--- src/rtl/crc16_check_d128_pkg.sv ---
`default_nettype none
// ============================================================================
// Module      : crc16_pkg
// Description : CRC-16 (0x8005, MSB-first, unreflected) constants, the shared
//               128-bit parallel step function and the status record type.
// Revision    : 1.0 - initial release
// ============================================================================
package crc16_pkg;

    localparam int              CRC16_W    = 16;
    localparam logic [15:0]     CRC16_POLY = 16'h8005;
    localparam int              ST_BEATS_W = 16;

    typedef struct packed {
        logic                   ok;
        logic                   len_err;
        logic [CRC16_W-1:0]     crc;
        logic [ST_BEATS_W-1:0]  beats;
    } crc_st_t;

    // Bit 127 enters the register first; the loop unrolls into XOR trees.
    function automatic logic [CRC16_W-1:0] crc16_d128_next(
        input logic [127:0]         data,
        input logic [CRC16_W-1:0]   crc
    );
        logic [CRC16_W-1:0] c;
        logic               fb;
        c = crc;
        for (int i = 127; i >= 0; i--) begin
            fb = c[CRC16_W-1] ^ data[i];
            c  = {c[CRC16_W-2:0], 1'b0};
            if (fb) begin
                c = c ^ CRC16_POLY;
            end
        end
        return c;
    endfunction

endpackage
`default_nettype wire

--- src/rtl/crc16_check_d128.sv ---
`default_nettype none
// ============================================================================
// Module      : crc16_check_d128
// Description : Streaming CRC-16 checker for 128-bit beats; emits one status
//               record per packet over a valid/ready handshake.
// Revision    : 1.0 - initial release
// ============================================================================
module crc16_check_d128
    import crc16_pkg::*;
#(
    parameter logic [15:0] CRC_INIT  = 16'h0000,
    parameter int          MAX_BEATS = 256
) (
    input  logic                            clk,
    input  logic                            rst_n,
    input  logic                            in_valid,
    output logic                            in_ready,
    input  logic [127:0]                    in_data,
    input  logic                            in_sop,
    input  logic                            in_eop,
    input  logic [15:0]                     in_crc,
    output logic                            st_valid,
    input  logic                            st_ready,
    output logic                            st_ok,
    output logic                            st_len_err,
    output logic [15:0]                     st_crc,
    output logic [$clog2(MAX_BEATS+1):0]    st_beats,
    output logic [15:0]                     orphan_cnt
);

    localparam int                 BEATS_W     = $clog2(MAX_BEATS + 1) + 1;
    localparam logic [BEATS_W-1:0] c_BEATS_SAT = '1;
    localparam logic [BEATS_W-1:0] c_MAX_BEATS = BEATS_W'(MAX_BEATS);
    localparam logic [BEATS_W-1:0] c_BEATS_ONE = BEATS_W'(1);

    localparam logic [1:0] c_IDLE   = 2'd0;
    localparam logic [1:0] c_BODY   = 2'd1;
    localparam logic [1:0] c_STATUS = 2'd2;

    logic [1:0]          r_state;
    logic [15:0]         r_acc;
    logic [BEATS_W-1:0]  r_beats;
    logic                r_st_ok;
    logic                r_st_len_err;
    logic [15:0]         r_st_crc;
    logic [BEATS_W-1:0]  r_st_beats;
    logic [15:0]         r_orphan;

    logic                w_accept;
    logic                w_take;
    logic                w_orphan;
    logic [15:0]         w_seed;
    logic [15:0]         w_crc_next;
    logic [BEATS_W-1:0]  w_beats_base;
    logic [BEATS_W-1:0]  w_beats_next;
    logic                w_len_err;

    // Ready is a pure state decode, forced low while reset is held.
    assign in_ready   = rst_n && (r_state != c_STATUS);
    assign st_valid   = (r_state == c_STATUS);
    assign st_ok      = r_st_ok;
    assign st_len_err = r_st_len_err;
    assign st_crc     = r_st_crc;
    assign st_beats   = r_st_beats;
    assign orphan_cnt = r_orphan;

    always_comb begin
        w_accept     = in_valid && in_ready;
        // A beat joins a packet if it opens one or continues an open one.
        w_take       = w_accept && (in_sop || (r_state == c_BODY));
        // Stray continuation beats in IDLE and SOP restarts inside BODY.
        w_orphan     = w_accept && (in_sop ? (r_state == c_BODY) : (r_state == c_IDLE));
        w_seed       = in_sop ? CRC_INIT : r_acc;
        w_crc_next   = crc16_d128_next(in_data, w_seed);
        w_beats_base = in_sop ? '0 : r_beats;
        w_beats_next = (w_beats_base == c_BEATS_SAT) ? c_BEATS_SAT
                                                     : w_beats_base + c_BEATS_ONE;
        w_len_err    = (w_beats_next > c_MAX_BEATS);
    end

    always_ff @(posedge clk) begin
        if (!rst_n) begin
            r_state      <= c_IDLE;
            r_acc        <= CRC_INIT;
            r_beats      <= '0;
            r_st_ok      <= 1'b0;
            r_st_len_err <= 1'b0;
            r_st_crc     <= '0;
            r_st_beats   <= '0;
            r_orphan     <= '0;
        end else begin
            if (w_orphan && (r_orphan != 16'hFFFF)) begin
                r_orphan <= r_orphan + 16'd1;
            end

            case (r_state)
                c_IDLE, c_BODY: begin
                    if (w_take) begin
                        if (in_eop) begin
                            r_st_crc     <= w_crc_next;
                            r_st_beats   <= w_beats_next;
                            r_st_len_err <= w_len_err;
                            r_st_ok      <= (w_crc_next == in_crc) && !w_len_err;
                            r_acc        <= CRC_INIT;
                            r_beats      <= '0;
                            r_state      <= c_STATUS;
                        end else begin
                            r_acc        <= w_crc_next;
                            r_beats      <= w_beats_next;
                            r_state      <= c_BODY;
                        end
                    end
                end
                c_STATUS: begin
                    if (st_ready) begin
                        r_state <= c_IDLE;
                    end
                end
                default: begin
                    r_state <= c_IDLE;
                end
            endcase
        end
    end

endmodule
`default_nettype wire

--- config.mk ---
export PLATFORM = sky130hd
export DESIGN_NAME = crc16_check_d128
export DESIGN_NICKNAME = d
export VERILOG_FILES = /design/src/rtl/crc16_check_d128_pkg.sv /design/src/rtl/crc16_check_d128.sv
export SDC_FILE = /design/constraint.sdc
export NUM_CORES = 1
export LEC_CHECK = 0
export BUFFER_PORTS_ARGS = -buffer_cell sky130_fd_sc_hd__buf_2
export CORE_UTILIZATION = 55
export DETAILED_ROUTE_END_ITERATION = 12
export PLACE_DENSITY = 0.83
export SLEW_MARGIN = 30
export SYNTH_ARGS = -nofsm -noshare
export SYNTH_HDL_FRONTEND = slang
export SYNTH_SLANG_ARGS = --single-unit
--- constraint.sdc ---
create_clock -name clk -period 4.3 [get_ports clk]
set_input_delay 0.215 -clock clk [delete_from_list [all_inputs] [get_ports clk]]
set_output_delay 0.215 -clock clk [all_outputs]
set_load 0.01 [all_outputs]
# After elaboration in Yosys (flattened, before gate mapping)
# Index checks and enable logic that the tools add are counted.
# totals
reg_bits	72
latchBits	0
mem_bits_rw	0
mem_bits_ro	0
in_bits	150
output_inout_bits	46
wordCells	426
mem_count	0
# op_classes
add_sub_neg	2
mul	0
n_div	0
magnitude_cmp	1
eq_ne	8
shift	0
muxes	138
n_bitwise	256
n_reduce_logical	13
# ops
op	n
two-way mux 16 bit	130
NOT 3 bit	128
XOR 1 bit	128
two-way mux 10 bit	3
adder 16 x 1 -> 16 bit (second input constant)	1
== test 16 bit	1
!= test 16 bit (second input constant)	1
adder 10 x 1 -> 10 bit (second input constant)	1
== test 10 bit (second input constant)	1
> comparator 10 x 9 -> 1 bit (second input constant)	1
logical AND 1 bit	6
two-way mux 2 bit	3
!= test 2 bit (second input constant)	2
case mux 2 bit (2 select lines)	1
AND reduction 2 bit	2
AND reduction 3 bit	1
== test 2 x 1 -> 1 bit (second input constant)	1
== test 2 bit (second input constant)	1
logical NOT 2 bit	1
!= test 2 x 1 -> 1 bit (second input constant)	1
OR reduction 2 bit	1
logical NOT 1 bit	1
logical OR 1 bit	1
two-way mux 1 bit	1

# Depth between registers and ports, before layout
# logic_depth
depth_word	259
depth_mapped	15
ltp_nobuf	11

# Worst setup path before layout
# No wires, ideal clock.
# synth_path
kind	reg2reg
start	reg r_acc[9]
end	reg r_st_crc[0] (netlist: st_crc[0])
setup_time_ns	0.086
arrival_ns	3.650
required_time_ns	4.214
slack_ns	0.564
path_stages_with_launch	11
path_buffers	0
period_less_slack_ns	3.736
path_cell_list	dfxtp_1 nor2b_1 xnor3_1 xnor3_1 xnor3_1 xor3_1 xnor2_1 xnor3_1 xnor3_1 xor3_1 a211oi_1
# synth_between
elab_chain_len	252
word_cells_on_any_way	371
cone_classes	mux (129); bitwise (242)
# synth_rtl
item	line	source
start: declaration	crc16_check_d128.sv:41	logic [15:0] r_acc;
start signal: assignment	crc16_check_d128.sv:108	r_acc <= w_crc_next;
two-way mux 16 bit (*)	crc16_check_d128.sv:73	w_seed = in_sop ? CRC_INIT : r_acc;
two-way mux 16 bit (*) (5 in a row)	crc16_check_d128_pkg.sv:32	if (fb) begin
NOT 3 bit (no source line)	-	
two-way mux 16 bit (*)	crc16_check_d128_pkg.sv:32	
XOR 1 bit (*)	crc16_check_d128_pkg.sv:30	fb = c[CRC16_W-1] ^ data[i];
two-way mux 16 bit (*)	crc16_check_d128_pkg.sv:32	
XOR 1 bit	crc16_check_d128_pkg.sv:30	
two-way mux 16 bit (*)	crc16_check_d128_pkg.sv:32	
(+232 left out)	-	
XOR 1 bit	crc16_check_d128_pkg.sv:30	
two-way mux 16 bit (*)	crc16_check_d128_pkg.sv:32	
XOR 1 bit	crc16_check_d128_pkg.sv:30	
two-way mux 16 bit (*)	crc16_check_d128_pkg.sv:32	
XOR 1 bit	crc16_check_d128_pkg.sv:30	
two-way mux 16 bit (*)	crc16_check_d128_pkg.sv:32	
XOR 1 bit (*)	crc16_check_d128_pkg.sv:30	
two-way mux 16 bit (*)	crc16_check_d128_pkg.sv:32	
end signal: assignment	crc16_check_d128.sv:100	r_st_crc <= w_crc_next;
end: declaration	crc16_check_d128.sv:45	logic [15:0] r_st_crc;
# Every way passes the cells marked *; elsewhere a longest branch is shown, timed or not.
# A chain may end at the register's enable or synchronous reset.

# Worst setup path in the final report
# layout_path
start	reg r_acc[9]
end	reg r_st_ok (netlist: st_ok)
# layout_between
elab_chain_len	254
word_cells_on_any_way	374
cone_classes	eq/ne (1); mux (129); bitwise (243); reduce/logical (1)
# layout_rtl
item	line	source
two-way mux 16 bit (*)	crc16_check_d128.sv:73	
two-way mux 16 bit (*) (5 in a row)	crc16_check_d128_pkg.sv:32	
NOT 3 bit (no source line)	-	
two-way mux 16 bit (*)	crc16_check_d128_pkg.sv:32	
XOR 1 bit (*)	crc16_check_d128_pkg.sv:30	
two-way mux 16 bit (*)	crc16_check_d128_pkg.sv:32	
XOR 1 bit	crc16_check_d128_pkg.sv:30	
two-way mux 16 bit (*)	crc16_check_d128_pkg.sv:32	
(+234 left out)	-	
XOR 1 bit	crc16_check_d128_pkg.sv:30	
two-way mux 16 bit (*)	crc16_check_d128_pkg.sv:32	
XOR 1 bit	crc16_check_d128_pkg.sv:30	
two-way mux 16 bit (*)	crc16_check_d128_pkg.sv:32	
XOR 1 bit	crc16_check_d128_pkg.sv:30	
two-way mux 16 bit (*)	crc16_check_d128_pkg.sv:32	
== test 16 bit (*)	crc16_check_d128.sv:103	r_st_ok <= (w_crc_next == in_crc) && !w_len_err;
logical AND 1 bit (*)	crc16_check_d128.sv:103	
end signal: assignment	crc16_check_d128.sv:103	
end: declaration	crc16_check_d128.sv:43	logic r_st_ok;
# Marks and branches as above.

==> flow_metrics.py <==
metrics = {
    "sta": {
        "finalSetupTns_ns": 0,
        "period_share": 0.944,
        "max-slew-margin-rel": 0.527,
        "setup_viol": 0,
        "tightest_slew_ns": 0.710,
        "grt_setup_unrepaired": "false",
        "finalHoldViolCount": 0,
        "skew_ns": 0.00571,
        "max_freq_ghz": 0.246,
        "min_period_ns": 4.06,
        "slew_violations": 0,
    },
    "synth": {
        "yosys_register_bits": 72,
        "yosysWarnings": 0,
        "synth_top_area_cell": "xnor2_1",
        "syn_nets": 872,
        "synth-edff-count": 0,
        "ys.flop_type": "dfxtp_1",
        "mappedNetlistArea_sq_um": 7270,
        "seq_area_frac_synth": 0.198,
        "synth_async_sr_flop_share": 0,
        "synth.distinct_cells": 47,
        "avgSynthCellArea_sq_um": 10.1,
        "synth_cells": 720,
        "synth_top_cell_area_share": 0.230,
        "synth_area_leaders": "xnor2_1 (23%), xnor3_1 (21%), dfxtp_1 (20%), xor2_1 (7.7%), nor2_1 (5.0%)",
    },
    "place": {
        "dp_hpwl_um": 15300,
        "numPortBuffers": 195,
        "place_inst": 1078,
        "place_congestion": 0.876,
    },
    "detailed_routing": {
        "drc": 0,
        "drt_iter0_drc": 345,
        "routed_wl_um": 18800,
        "vias": 5761,
        "viasPerCell": 5.28,
        "detail-route-antenna-nets": 0,
        "drt_pass1_iterations": 5,
        "wl_per_cell_um": 17.2,
    },
    "finish": {
        "n_fill_cell": 1007,
        "antenna_cells": 0,
        "syn_to_final_growth_pct": 20.4,
        "final_util": 0.685,
        "drive_gt1_frac": 0.269,
        "nNetsFinal": 1069,
        "stdcell_count": 1091,
    },
    "setup_path": {
        "critPathMaxStageDelay_ns": 0.47,
        "cp_cell_sequence": "nor2b_1, xnor3_1, xnor3_1, xnor3_1, xor3_1, xnor2_1, xnor3_1, xnor3_1, xnor2_2, mux2i_1, o41ai_2",
        "timing.critical_path.from": "r_acc[9]",
        "criticalPathCategory": "reg2reg",
        "rr_worst_depth": 11,
        "r2r-end": "st_ok",
        "cp_max_fo": 4,
        "rrSetupSlack_ns": 0.24,
        "required_ns": 4.54,
        "critPathCapture": "st_ok",
        "crit_top_cell": "xnor3_1",
        "crit_slowest_cell": "xnor3_1",
        "reg2reg_from": "r_acc[9]",
        "cp.arrival_ns": 4.29,
        "critPathCaptureType": "flip-flop",
        "start_kind": "flip-flop",
    },
    "clock_tree": {
        "numCtsBuffers": 9,
        "htreeDepth": 3,
        "clk_path_buf_depth": 2,
        "cts_resized": 0,
        "clk_latency_ns": 0.33,
        "ctsHoldBuffers": 0,
        "clockRootBuffer": "clkbuf_16",
        "numClockSinks": 72,
        "cts_tree": "done",
        "cts_setup_buffers": 0,
        "cts.clk_slew.worst_paths_ns": 0.05,
    },
    "global_routing": {
        "grt_first_pass_wirelength_um": 28700,
        "grt_use_total": 0.283,
        "grt_pass1_vias": 5619,
        "grt_max_degree": 72,
        "antenna_found_initial": 0,
        "grt.overflow.total": 0,
    },
    "die": {
        "die_y_um": 117,
        "placeableCoreArea_sq_um": 12800,
        "ios": 196,
        "die-area_sq_um": 13700,
        "initial_core_util": 0.569,
        "rows": 41,
        "die_width_um": 117,
    },
    "run_status": {
        "status": "finished, final reports clean",
    },
    "worst_hold_path": {
        "hold_class": "in2reg",
    },
    "run": {
        "drv_cap": 0,
    },
}
[cells by family after synthesis]
group	Yosys count	share of synthesized area
AND/OR/NAND/NOR	193	0.120
flip-flops	72	0.198
AO/OA/AOI/OAI	71	0.0632
buffers and inverters	29	0.0153
XOR/XNOR	348	0.592
multiplexers	5	0.00706
adder cells (fa/ha/maj)	2	0.00344
[critical path: cells and delay by family, from the launching register on]
kind | cells | cell delay (ns)
AO/OA/AOI/OAI | 1 | 0.33
XOR/XNOR | 8 | 2.78
flip-flops | 1 | 0.39
multiplexers | 1 | 0.13
AND/OR/NAND/NOR | 1 | 0.34
[state kept, by name (all words and copies together), names as in the netlist]
signal / flops
orphan_cnt: 16
r_state: 2
st_len_err: 1
st_crc: 16
r_acc: 16
r_beats: 10
st_beats: 10
st_ok: 1
[cell usage in the layout, fill, tap and decap left out, types with 5 or more instances in the layout]
cell type,Yosys,final
nor2b_1,11,10
a22oi_1,13,13
nor3_1,14,14
xnor3_2,4,5
buf_2,2,195
nand2_1,32,32
xnor3_1,67,66
dfxtp_1,72,72
buf_4,0,14
xnor2_2,6,6
xnor2_1,191,191
or3_1,5,5
xor3_1,11,11
clkbuf_16,0,9
o21ai_0,6,5
a21oi_1,29,29
nor2_1,96,94
xor2_1,64,64
nand4_1,9,9
a211oi_1,5,5
and3_1,5,5
inv_1,5,5
nand3_1,7,7
[area by class of cell]
class	instances	area, sq um	share of cell area
Tap cell	172	215	0.0246
Timing Repair Buffer	209	1080	0.124
Clock buffer	12	256	0.0293
Sequential cell	72	1440	0.165
Multi-Input combinational cell	619	5730	0.655
Inverter	6	22.5	0.00257
Clock inverter	1	5.00	0.000572
[metrics by stage]
stage	setup WS [ns]	hold slack [ns]	instance area [sq um]
after global routing	0.0276	0.122	8750
final	0.240	0.116	8750
after global placement	0.183	0.433	8480
after detailed placement	0.0345	0.440	8490
after CTS	0.218	0.108	8750
after floorplan	0.564	0.327	7270
[per-layer routing]
layer	share of wire	global-route usage	up-vias
li1	-	-	2804
met1	0.41	0.338	2683
met2	0.48	0.502	235
met3	0.082	0.0602	39
met4	0.031	0.104	0
met5	0	0	-
[worst min path at each step]
stage                          start  slack [ns]         end  cells after the start
after floorplan               in_eop        0.33  r_state[0]                      1
after global placement    r_state[1]        0.43  r_state[0]                      1
after detailed placement  r_state[1]        0.44  r_state[0]                      1
after CTS                   in_valid        0.11  r_state[0]                      2
after global routing        in_valid        0.12  r_state[0]                      2
final                       in_valid        0.12  r_state[0]                      2
[synth_stat cells (6+ instances only)]
master,instances
a22oi_1,13
xnor3_1,67
xnor2_2,6
a21oi_1,29
o21ai_0,6
nand4_1,9
xnor2_1,191
xor3_1,11
clkbuf_1,18
xor2_1,64
nand2_1,32
dfxtp_1,72
nor3_1,14
nor2_1,96
nor2b_1,11
nand3_1,7
Power is left out: the tool's default activity adds up to more than one toggle a clock period on the data nets, which glitch-free logic cannot reach.
